<file path="config.mk">
export PLATFORM = sky130hd
export DESIGN_NAME = xadc_drp_arbiter
export DESIGN_NICKNAME = d
export VERILOG_FILES = /design/src/rtl/xadc_pkg.sv /design/src/rtl/xadc_rr_arbiter.sv /design/src/rtl/xadc_drp_arbiter.sv
export SDC_FILE = /design/constraint.sdc
export NUM_CORES = 1
export LEC_CHECK = 0
export ABC_AREA = 1
export BUFFER_PORTS_ARGS = -buffer_cell sky130_fd_sc_hd__buf_4
export CAP_MARGIN = 10
export CORE_ASPECT_RATIO = 0.75
export CORE_MARGIN = 2
export CORE_UTILIZATION = 43
export CTS_CLUSTER_DIAMETER = 50
export DETAILED_ROUTE_END_ITERATION = 7
export HOLD_SLACK_MARGIN = 0.15
export PLACE_DENSITY = 0.87
export SLEW_MARGIN = 20
export SYNTH_ARGS = -nofsm -noshare
export SYNTH_HDL_FRONTEND = slang
export SYNTH_SLANG_ARGS = --single-unit
</file>
<file path="constraint.sdc">
create_clock -name clock -period 1.62 [get_ports clock]
set_input_delay 0.243 -clock clock [delete_from_list [all_inputs] [get_ports clock]]
set_output_delay 0.243 -clock clock [all_outputs]
set_load 0.02 [all_outputs]
</file>
<file path="src/rtl/xadc_pkg.sv">
// xadc_pkg: shared DRP widths, FSM encoding and XADC register addresses
package xadc_pkg;
    localparam int DRP_AW = 7;
    localparam int DRP_DW = 16;
    localparam logic [DRP_DW-1:0] DRP_TIMEOUT_DATA = 16'hFFFF;
    typedef enum logic {IDLE = 1'b0, WAIT = 1'b1} state_t;
    localparam logic [DRP_AW-1:0] TEMP    = 7'h00;
    localparam logic [DRP_AW-1:0] VCCINT  = 7'h01;
    localparam logic [DRP_AW-1:0] VCCAUX  = 7'h02;
    localparam logic [DRP_AW-1:0] CONFIG0 = 7'h40;
    localparam logic [DRP_AW-1:0] CONFIG1 = 7'h41;
    localparam logic [DRP_AW-1:0] CONFIG2 = 7'h42;
endpackage

</file>
<file path="src/rtl/xadc_rr_arbiter.sv">
// xadc_rr_arbiter: round-robin pick of the first set request above last_grant
module xadc_rr_arbiter #(
    parameter int NREQ = 4
) (
    input  logic [NREQ-1:0]         req,
    input  logic [$clog2(NREQ)-1:0] last_grant,
    output logic                    any,
    output logic [$clog2(NREQ)-1:0] grant_idx
);
    localparam int IW = $clog2(NREQ);
    logic [IW-1:0] idx;
    // scan from farthest to nearest so the requester just above last_grant wins
    always_comb begin
        any = |req;
        grant_idx = '0;
        idx = '0;
        for (int k = NREQ; k >= 1; k--) begin
            idx = IW'((int'(last_grant) + k) % NREQ);
            if (req[idx]) grant_idx = idx;
        end
    end
endmodule

</file>
<file path="src/rtl/xadc_drp_arbiter.sv">
// xadc_drp_arbiter: shares one XADC DRP port between NREQ requesters
module xadc_drp_arbiter import xadc_pkg::*; #(
    parameter int NREQ     = 4,
    parameter int DIV_LOG2 = 3,
    parameter int TIMEOUT  = 255
) (
    input  logic                     clock,
    input  logic                     reset_n,
    input  logic [NREQ-1:0]          req,
    input  logic [DRP_AW*NREQ-1:0]   req_addr,
    input  logic [NREQ-1:0]          req_we,
    input  logic [DRP_DW*NREQ-1:0]   req_di,
    output logic [NREQ-1:0]          done,
    output logic [DRP_DW-1:0]        rd_data,
    output logic                     err,
    output logic                     busy,
    output logic                     drp_dclk,
    output logic                     drp_den,
    output logic                     drp_dwe,
    output logic [DRP_AW-1:0]        drp_daddr,
    output logic [DRP_DW-1:0]        drp_di,
    input  logic [DRP_DW-1:0]        drp_do,
    input  logic                     drp_drdy
);
    localparam int IW = $clog2(NREQ);
    logic [DIV_LOG2-1:0] clkdiv;
    logic                tick;
    state_t              state, state_nxt;
    logic [IW-1:0]       last_grant, grant, win_idx;
    logic                any;
    logic [7:0]          tcount;
    logic                launch, finish_ok, finish_to;

    assign tick     = clkdiv == '0;
    assign drp_dclk = clkdiv[DIV_LOG2-1];

    xadc_rr_arbiter #(.NREQ(NREQ)) u_arb (
        .req       (req),
        .last_grant(last_grant),
        .any       (any),
        .grant_idx (win_idx)
    );

    // free-running divider; its wrap to zero is the tick every DRP action aligns to
    always_ff @(posedge clock) clkdiv <= !reset_n ? '0 : clkdiv + 1'b1;

    // state register
    always_ff @(posedge clock) state <= !reset_n ? IDLE : state_nxt;

    // next state plus launch/completion strobes, evaluated only on ticks
    always_comb begin
        state_nxt = state;
        launch    = 1'b0;
        finish_ok = 1'b0;
        finish_to = 1'b0;
        if (tick && state == IDLE && any) begin
            launch    = 1'b1;
            state_nxt = WAIT;
        end else if (tick && state == WAIT) begin
            finish_ok = drp_drdy;
            finish_to = !drp_drdy && tcount == 8'(TIMEOUT);
            state_nxt = (finish_ok || finish_to) ? IDLE : WAIT;
        end
    end

    // DRP drive, timeout counting and result return to the granted requester
    always_ff @(posedge clock) begin
        if (!reset_n) begin
            done       <= '0;
            rd_data    <= '0;
            err        <= 1'b0;
            busy       <= 1'b0;
            drp_den    <= 1'b0;
            drp_dwe    <= 1'b0;
            drp_daddr  <= '0;
            drp_di     <= '0;
            grant      <= '0;
            tcount     <= '0;
            last_grant <= IW'(NREQ - 1);
        end else begin
            done <= '0;
            if (launch) begin
                drp_den   <= 1'b1;
                drp_dwe   <= req_we[win_idx];
                drp_daddr <= req_addr[DRP_AW*win_idx +: DRP_AW];
                drp_di    <= req_di[DRP_DW*win_idx +: DRP_DW];
                busy      <= 1'b1;
                grant     <= win_idx;
                tcount    <= '0;
            end
            if (tick && state == WAIT) begin
                drp_den <= 1'b0;
                tcount  <= tcount + 1'b1;
            end
            if (finish_ok || finish_to) begin
                rd_data     <= finish_ok ? drp_do : DRP_TIMEOUT_DATA;
                err         <= finish_to;
                done[grant] <= 1'b1;
                busy        <= 1'b0;
                last_grant  <= grant;
            end
        end
    end
endmodule

</file>
==> results of run 1 <==
-- registers in the layout (all words and copies together) (netlist names), 2 cells and up --
signal,count
done,4
grant,2
drp_daddr,7
tcount,8
rd_data,16
clkdiv,3
drp_di,16
last_grant,2
-- per-stage QoR --
| step | worst slack (ns) | area (µm²) |
|---|---|---|
| floorplan | 0.00359 | 3670 |
| global placement | -0.109 | 5170 |
| detailed placement | -0.222 | 5170 |
| CTS | -0.197 | 5730 |
| global route | -0.414 | 6230 |
| finish | -0.298 | 6230 |
-- cell families after synthesis --
logic type	count (synthesis)	share of synthesized area, %
xor+xnor	1	0.239
fa+ha+maj	3	1.03
simple gates	351	40.7
buf+inv	139	16.0
compound gates	41	7.62
flops	63	34.4
-- worst max path at each step --
stage | startpoint | to | slack, ns | cells past startpoint
2_1_floorplan | last_grant[0]$_SDFFE_PN1P_ | drp_di[11]$_SDFFE_PN0P_ | 0.004 | 17
3_3_place_gp | last_grant[0]$_SDFFE_PN1P_ | drp_di[11]$_SDFFE_PN0P_ | -0.11 | 17
3_5_place_dp | last_grant[0]$_SDFFE_PN1P_ | drp_di[9]$_SDFFE_PN0P_ | -0.22 | 14
4_1_cts | last_grant[0]$_SDFFE_PN1P_ | drp_di[1]$_SDFFE_PN0P_ | -0.20 | 17
5_1_grt | last_grant[0]$_SDFFE_PN1P_ | drp_daddr[2]$_SDFFE_PN0P_ | -0.41 | 15
6_report | last_grant[0]$_SDFFE_PN1P_ | drp_di[12]$_SDFFE_PN0P_ | -0.30 | 14
-- report_power, final --
group          leakage, nW  total [mW]  internal (mW)  switching [mW]
registers            0.517        1.85           1.72           0.128
logic                 2.76        2.61           1.16            1.45
clock network        0.142        1.90           1.18           0.714
-- layer usage --
layer  up-vias  track usage, %  part of all wire [%]
li1       2256               -                     -
met1      2236            33.5                    39
met2       327            49.4                    49
met3        37            7.77                   9.7
met4         0            8.18                   2.5
met5         -               0                     0
-- cell usage in the layout, fill, tap and decap left out, drive strengths merged --
master / n
buf: 212
nand2: 171
inv: 104
nand3: 104
nor2: 65
dfxtp: 63
clkbuf: 14
a21oi: 14
o21ai: 13
o221a: 10
clkinv: 6
nand3b: 5
nor3: 4
a211oi: 3
ha: 3
nand4: 2
or2: 1
a221oi: 1
xnor2: 1
bufinv: 1
clkinvlp: 1
-- repair_timing --
| item | 4_1_cts | 5_1_grt |
|---|---|---|
| pin swaps | 14 | 47 |
| setup buffers | 2 | 10 |
| endpoints found under the setup margin | 53 | 55 |
| gates resized for setup | 52 | 95 |
| gates cloned | 5 | 5 |
-- area by class of cell --
class | instances | area [µm²]
flip-flops and latches | 63 | 1270
repair buffers | 216 | 1830
inverters | 106 | 419
well taps | 108 | 135
fillers | 581 | 2150
clock buffers | 10 | 229
clock inverters | 6 | 61.3
multi-input cells | 397 | 2280
-- worst max-delay path: cells and delay by family, from the launching register on --
| family | cells | cell delay [ns] |
|---|---|---|
| simple gates | 9 | 0.92 |
| flops | 1 | 0.36 |
| compound gates | 1 | 0.08 |
| buf+inv | 4 | 0.46 |
==> flow_summary.toml, run 1 <==
[outcome]
outcome = "complete, but fails checks"
failed_checks = "negative setup slack"

[drt]
drt_pass1_iterations = 6
drc = 0
wl_per_cell_um = 16.4
drt-initial-drc-count = 402
totalWireLength_um = 14900
number_of_nets_with_antenna_violations_after_detailed_routing = 0
via_count = 4856
routed_via_density = 5.36

[synth]
synth_most_common_cell = "nand2_1"
postSynth.asyncResetShare_pct = 0
synth.top_cell.area_share_pct = 34.4
synth_enable_flop_cells = 0
synth_fp_nets = 720
warnings_from_yosys = 0
synth_cell_count_leaders = "169 x nand2_1, 103 x nand3_1, 101 x inv_1"
synth_area_per_cell_um2 = 6.12
yosys.cell_types.count = 26
ys_dominant_reg_cell = "dfxtp_1"
yosys_register_bits = 63
post_synth_main_area_contributors = "dfxtp_1 34%, nand2_1 17%, nand3_1 14%"
synth_area_leader_cell = "dfxtp_1"
post_synth_instance_area_mm2 = 0.00366
synth_sequential_area_ratio_pct = 34.4
synthesis.instances = 598

[sta]
final_min_period_over_clock_period_pct = 118
rsz_0062_raised_after_global_routing = "yes"
final_max_slew_viol_count = 0
fmax_mhz = 521
max-slew-margin-rel_pct = 78.7
final_hold_viol_count = 0
final_setup_margin_ns = -0.298
timing.final.setup_violations = 36
fin_crit_ns = 1.92
final.setup_skew_ns = 0.00577
holdWs_ns = 0.177
tns_ns = -6.67
worstMarginPinSlew_ns = 0.320

[critical_path]
rr_endpoint = "drp_di[12]$_SDFFE_PN0P_"
regToRegSetupSlack_ns = -0.30
critical_path_required_ns = 1.85
crit_path_start_kind = "flip-flop"
criticalPathCategory = "flip-flop to flip-flop"
worst_ep_arrival_time_ns = 2.14
worst_r2r_path_depth = 14
crit_chain = "clkbuf_16 > nand2_1 > o21ai_4 > nand2_2 > nand2_2 > inv_4 > nand3_4 > nand2_8 > clkbuf_16 > nand2_1 > nand3_2 > nand3_2 > nand2_1 > inv_1"
critical-path-top-cell-by-count = "nand2_1"
slowest_cell_delay_on_critical_path_ns = 0.36
worst_r2r_startpoint = "last_grant[0]$_SDFFE_PN1P_"
path_max_fanout = 7
critical-path-slowest-cell = "dfxtp_4"
crit_end_category = "flip-flop"

[pwr]
power.leakage_nw = 3.42
max-vdd-ir-drop_v = 0.000636
power.density_mw_per_mm2 = 1020
finalPower_mw = 6.35

[floorplan]
fp.dieH_um = 83.9
dieWidth_um = 111
design.die.area_mm2 = 0.00928
ioPinCount = 167
core_area_mm2 = 0.00838
initial_core_util_pct = 43.7
rows = 29

[global_route]
first_global_vias = 4457
grt_antenna_before_repair = 0
grt_overflow = 0
grt_util_all_layers_pct = 28.0
grt_pass1_wl_um = 21200
pin_count_of_the_biggest_net_entering_global_routing = 26

[clock_tree]
cts_buffer_depth = 2
cts.htree.levels = 3
tritoncts = "yes"
cts_hold_buffers = 0
ctsRootBufferMaster = "clkbuf_16"
clock_insertion_delay_worst_skew_ns = 0.33
tritoncts_num_sinks = 63
clk_pin_slew_worst_setup_hold_paths_ns = 0.06
cts_inserted_buffers = 9

[worst_hold_path]
worstHoldEndpoint = "rd_data[9]$_SDFFE_PN0P_"
hold_depth = 3
hold_start = "drp_do[9]"
hold_path_class = "primary input to flip-flop"

[final_layout]
utilization_after_layout_pct = 74.3
antenna_cells = 0
area.growth.synth_to_final_pct = 70.1
layout.nets = 915
post_layout_nonfiller_instances = 906
layout_cell_share_with_drive_strength_beyond_1_pct = 43.1

[job]
timing.max_cap.violations = 0

[placed_design]
routabilityCongestion = 0.874
portBuffers = 166
cell_total_after_placement = 871
dp.final_hpwl_um = 8790
Power figures use the tool's default switching activity.
==> run 2: changes to the inputs <==
--- a/config.mk
+++ b/config.mk
@@ -10,11 +10,11 @@
 export CAP_MARGIN = 10
 export CORE_ASPECT_RATIO = 0.75
 export CORE_MARGIN = 2
-export CORE_UTILIZATION = 43
+export CORE_UTILIZATION = 47
 export CTS_CLUSTER_DIAMETER = 50
 export DETAILED_ROUTE_END_ITERATION = 7
 export HOLD_SLACK_MARGIN = 0.15
-export PLACE_DENSITY = 0.87
+export PLACE_DENSITY = 0.9
 export SLEW_MARGIN = 20
 export SYNTH_ARGS = -nofsm -noshare
 export SYNTH_HDL_FRONTEND = slang
==> constraint.sdc (replaced) <==
create_clock -name clock -period 2.2 [get_ports clock]
set_input_delay 0.33 -clock clock [delete_from_list [all_inputs] [get_ports clock]]
set_output_delay 0.33 -clock clock [all_outputs]
set_load 0.02 [all_outputs]
==> flow_summary.toml, run 2 (synthesis results as in run 1) <==
[critical_path]
crit_end_category = "flip-flop"
critical_path_required_ns = 2.42
path_max_fanout = 8
worst_ep_arrival_time_ns = 2.26
criticalPathCategory = "flip-flop to flip-flop"
crit_path_start_kind = "flip-flop"

[global_route]
grt_antenna_before_repair = 0
grt_pass1_wl_um = 18400
grt_overflow = 0
first_global_vias = 4046
pin_count_of_the_biggest_net_entering_global_routing = 50
grt_util_all_layers_pct = 26.9

[pwr]
power.leakage_nw = 2.95
finalPower_mw = 3.73
max-vdd-ir-drop_v = 0.000407
power.density_mw_per_mm2 = 720

[floorplan]
ioPinCount = 167
fp.dieH_um = 80.4
design.die.area_mm2 = 0.00852
initial_core_util_pct = 49.3
rows = 27
dieWidth_um = 106
core_area_mm2 = 0.00743

[sta]
max-slew-margin-rel_pct = 66.2
final_min_period_over_clock_period_pct = 92.6
tns_ns = 0
worstMarginPinSlew_ns = 0.507
final_hold_viol_count = 0
final.setup_skew_ns = 0.0110
fin_crit_ns = 2.04
holdWs_ns = 0.239
fmax_mhz = 491
final_max_slew_viol_count = 0
timing.final.setup_violations = 0

[drt]
routed_via_density = 5.11
totalWireLength_um = 11300
drt_pass1_iterations = 4
drc = 0
wl_per_cell_um = 13.1
drt-initial-drc-count = 205
number_of_nets_with_antenna_violations_after_detailed_routing = 0
via_count = 4393

[final_layout]
area.growth.synth_to_final_pct = 41.5
layout_cell_share_with_drive_strength_beyond_1_pct = 28.3
fin_area_mm2 = 0.00518
layout.nets = 876
mostFrequentLayoutCell = "buf_4"
layout_top_registers = "drp_di (16), rd_data (16), tcount (8)"
layout_common_cells = "175 x buf_4, 168 x nand2_1, 103 x nand3_1, 101 x inv_1"
antenna_cells = 0

[placed_design]
routabilityCongestion = 0.982
area_of_placed_instances_mm2 = 0.00498
dp.final_hpwl_um = 8470
portBuffers = 166

[clock_tree]
clock_insertion_delay_worst_skew_ns = 0.34
tritoncts = "yes"
post_cts_buffers = 0
tritoncts_num_sinks = 63
cts_inserted_buffers = 9
ctsRootBufferMaster = "clkbuf_8"
clk_pin_slew_worst_setup_hold_paths_ns = 0.07
cts_buffer_depth = 2
cts_hold_buffers = 0
cts.htree.levels = 3
cts_repair_resize_count = 0

[outcome]
outcome = "finished, final reports clean"

[worst_hold_path]
hold_path_class = "primary input to flip-flop"

[job]
timing.max_cap.violations = 0
[run 2: cell types whose count changed in the layout (fill, tap and decap cells not counted), moves of 9 or more]
cell       previous run  this run
clkbuf_16            13         0
nand2_4              15         0
nand2_2              24         3
buf_4               198       175
nand2_1             130       168
nand3_2              17         1
clkbuf_8              0         9
nand3_1              85       103
[run 2: layer usage]
layer / GRT usage, % / part of all wire, %
met3: 5.76 / 6.3
met1: 33.0 / 43
met2: 46.6 / 48
met5: 0 / 0
met4: 10.4 / 2.8
[run 2: per-stage QoR]
step	cells	utilization (%)	worst slack [ns]
2_1_floorplan	598	-	0.556
4_1_cts	860	69.6	0.135
3_5_place_dp	844	67.1	0.159
3_3_place_gp	844	67.1	0.282
6_report	860	69.7	0.162
5_1_grt	860	69.7	-0.00724
[run 2: final timing paths]
kind / from / end / slack [ns] / cells past startpoint
max: clkdiv[0]$_SDFF_PN0_ / rd_data[8]$_SDFFE_PN0P_ / 0.16 / 12
min: drp_do[7] / rd_data[7]$_SDFFE_PN0P_ / 0.24 / 3
max reg2reg: clkdiv[0]$_SDFF_PN0_ / rd_data[8]$_SDFFE_PN0P_ / 0.16 / 12
min reg2reg: clkdiv[0]$_SDFF_PN0_ / clkdiv[0]$_SDFF_PN0_ / 0.46 / 1
[run 2: worst max-delay path: stages, from the launching register on]
cell      delay [ns]
dfxtp_1         0.33
inv_1           0.06
ha_1            0.14
inv_1           0.04
nor2_1          0.21
nand2_1         0.15
nor2_1          0.16
clkinv_1        0.11
nand2_1         0.26
nor2_1          0.12
buf_4           0.18
nand2_1         0.06
o21ai_0         0.09
[run 2: cell type report]
cell class / instances / area, µm²
Sequential cell: 63 / 1260
Clock buffer: 10 / 128
Tap cell: 101 / 126
Inverter: 106 / 403
Fill cell: 625 / 2250
Clock inverter: 6 / 61.3
Multi-Input combinational cell: 396 / 1830
Timing Repair Buffer: 178 / 1370
[run 2: report_power, final]
part / total (mW) / internal [mW] / switching, mW / leakage, nW
sequential: 1.34 / 1.26 / 0.0806 / 0.516
combinational: 1.40 / 0.592 / 0.810 / 2.34
clock: 0.986 / 0.519 / 0.467 / 0.0960
total: 3.73 / 2.37 / 1.36 / 2.95
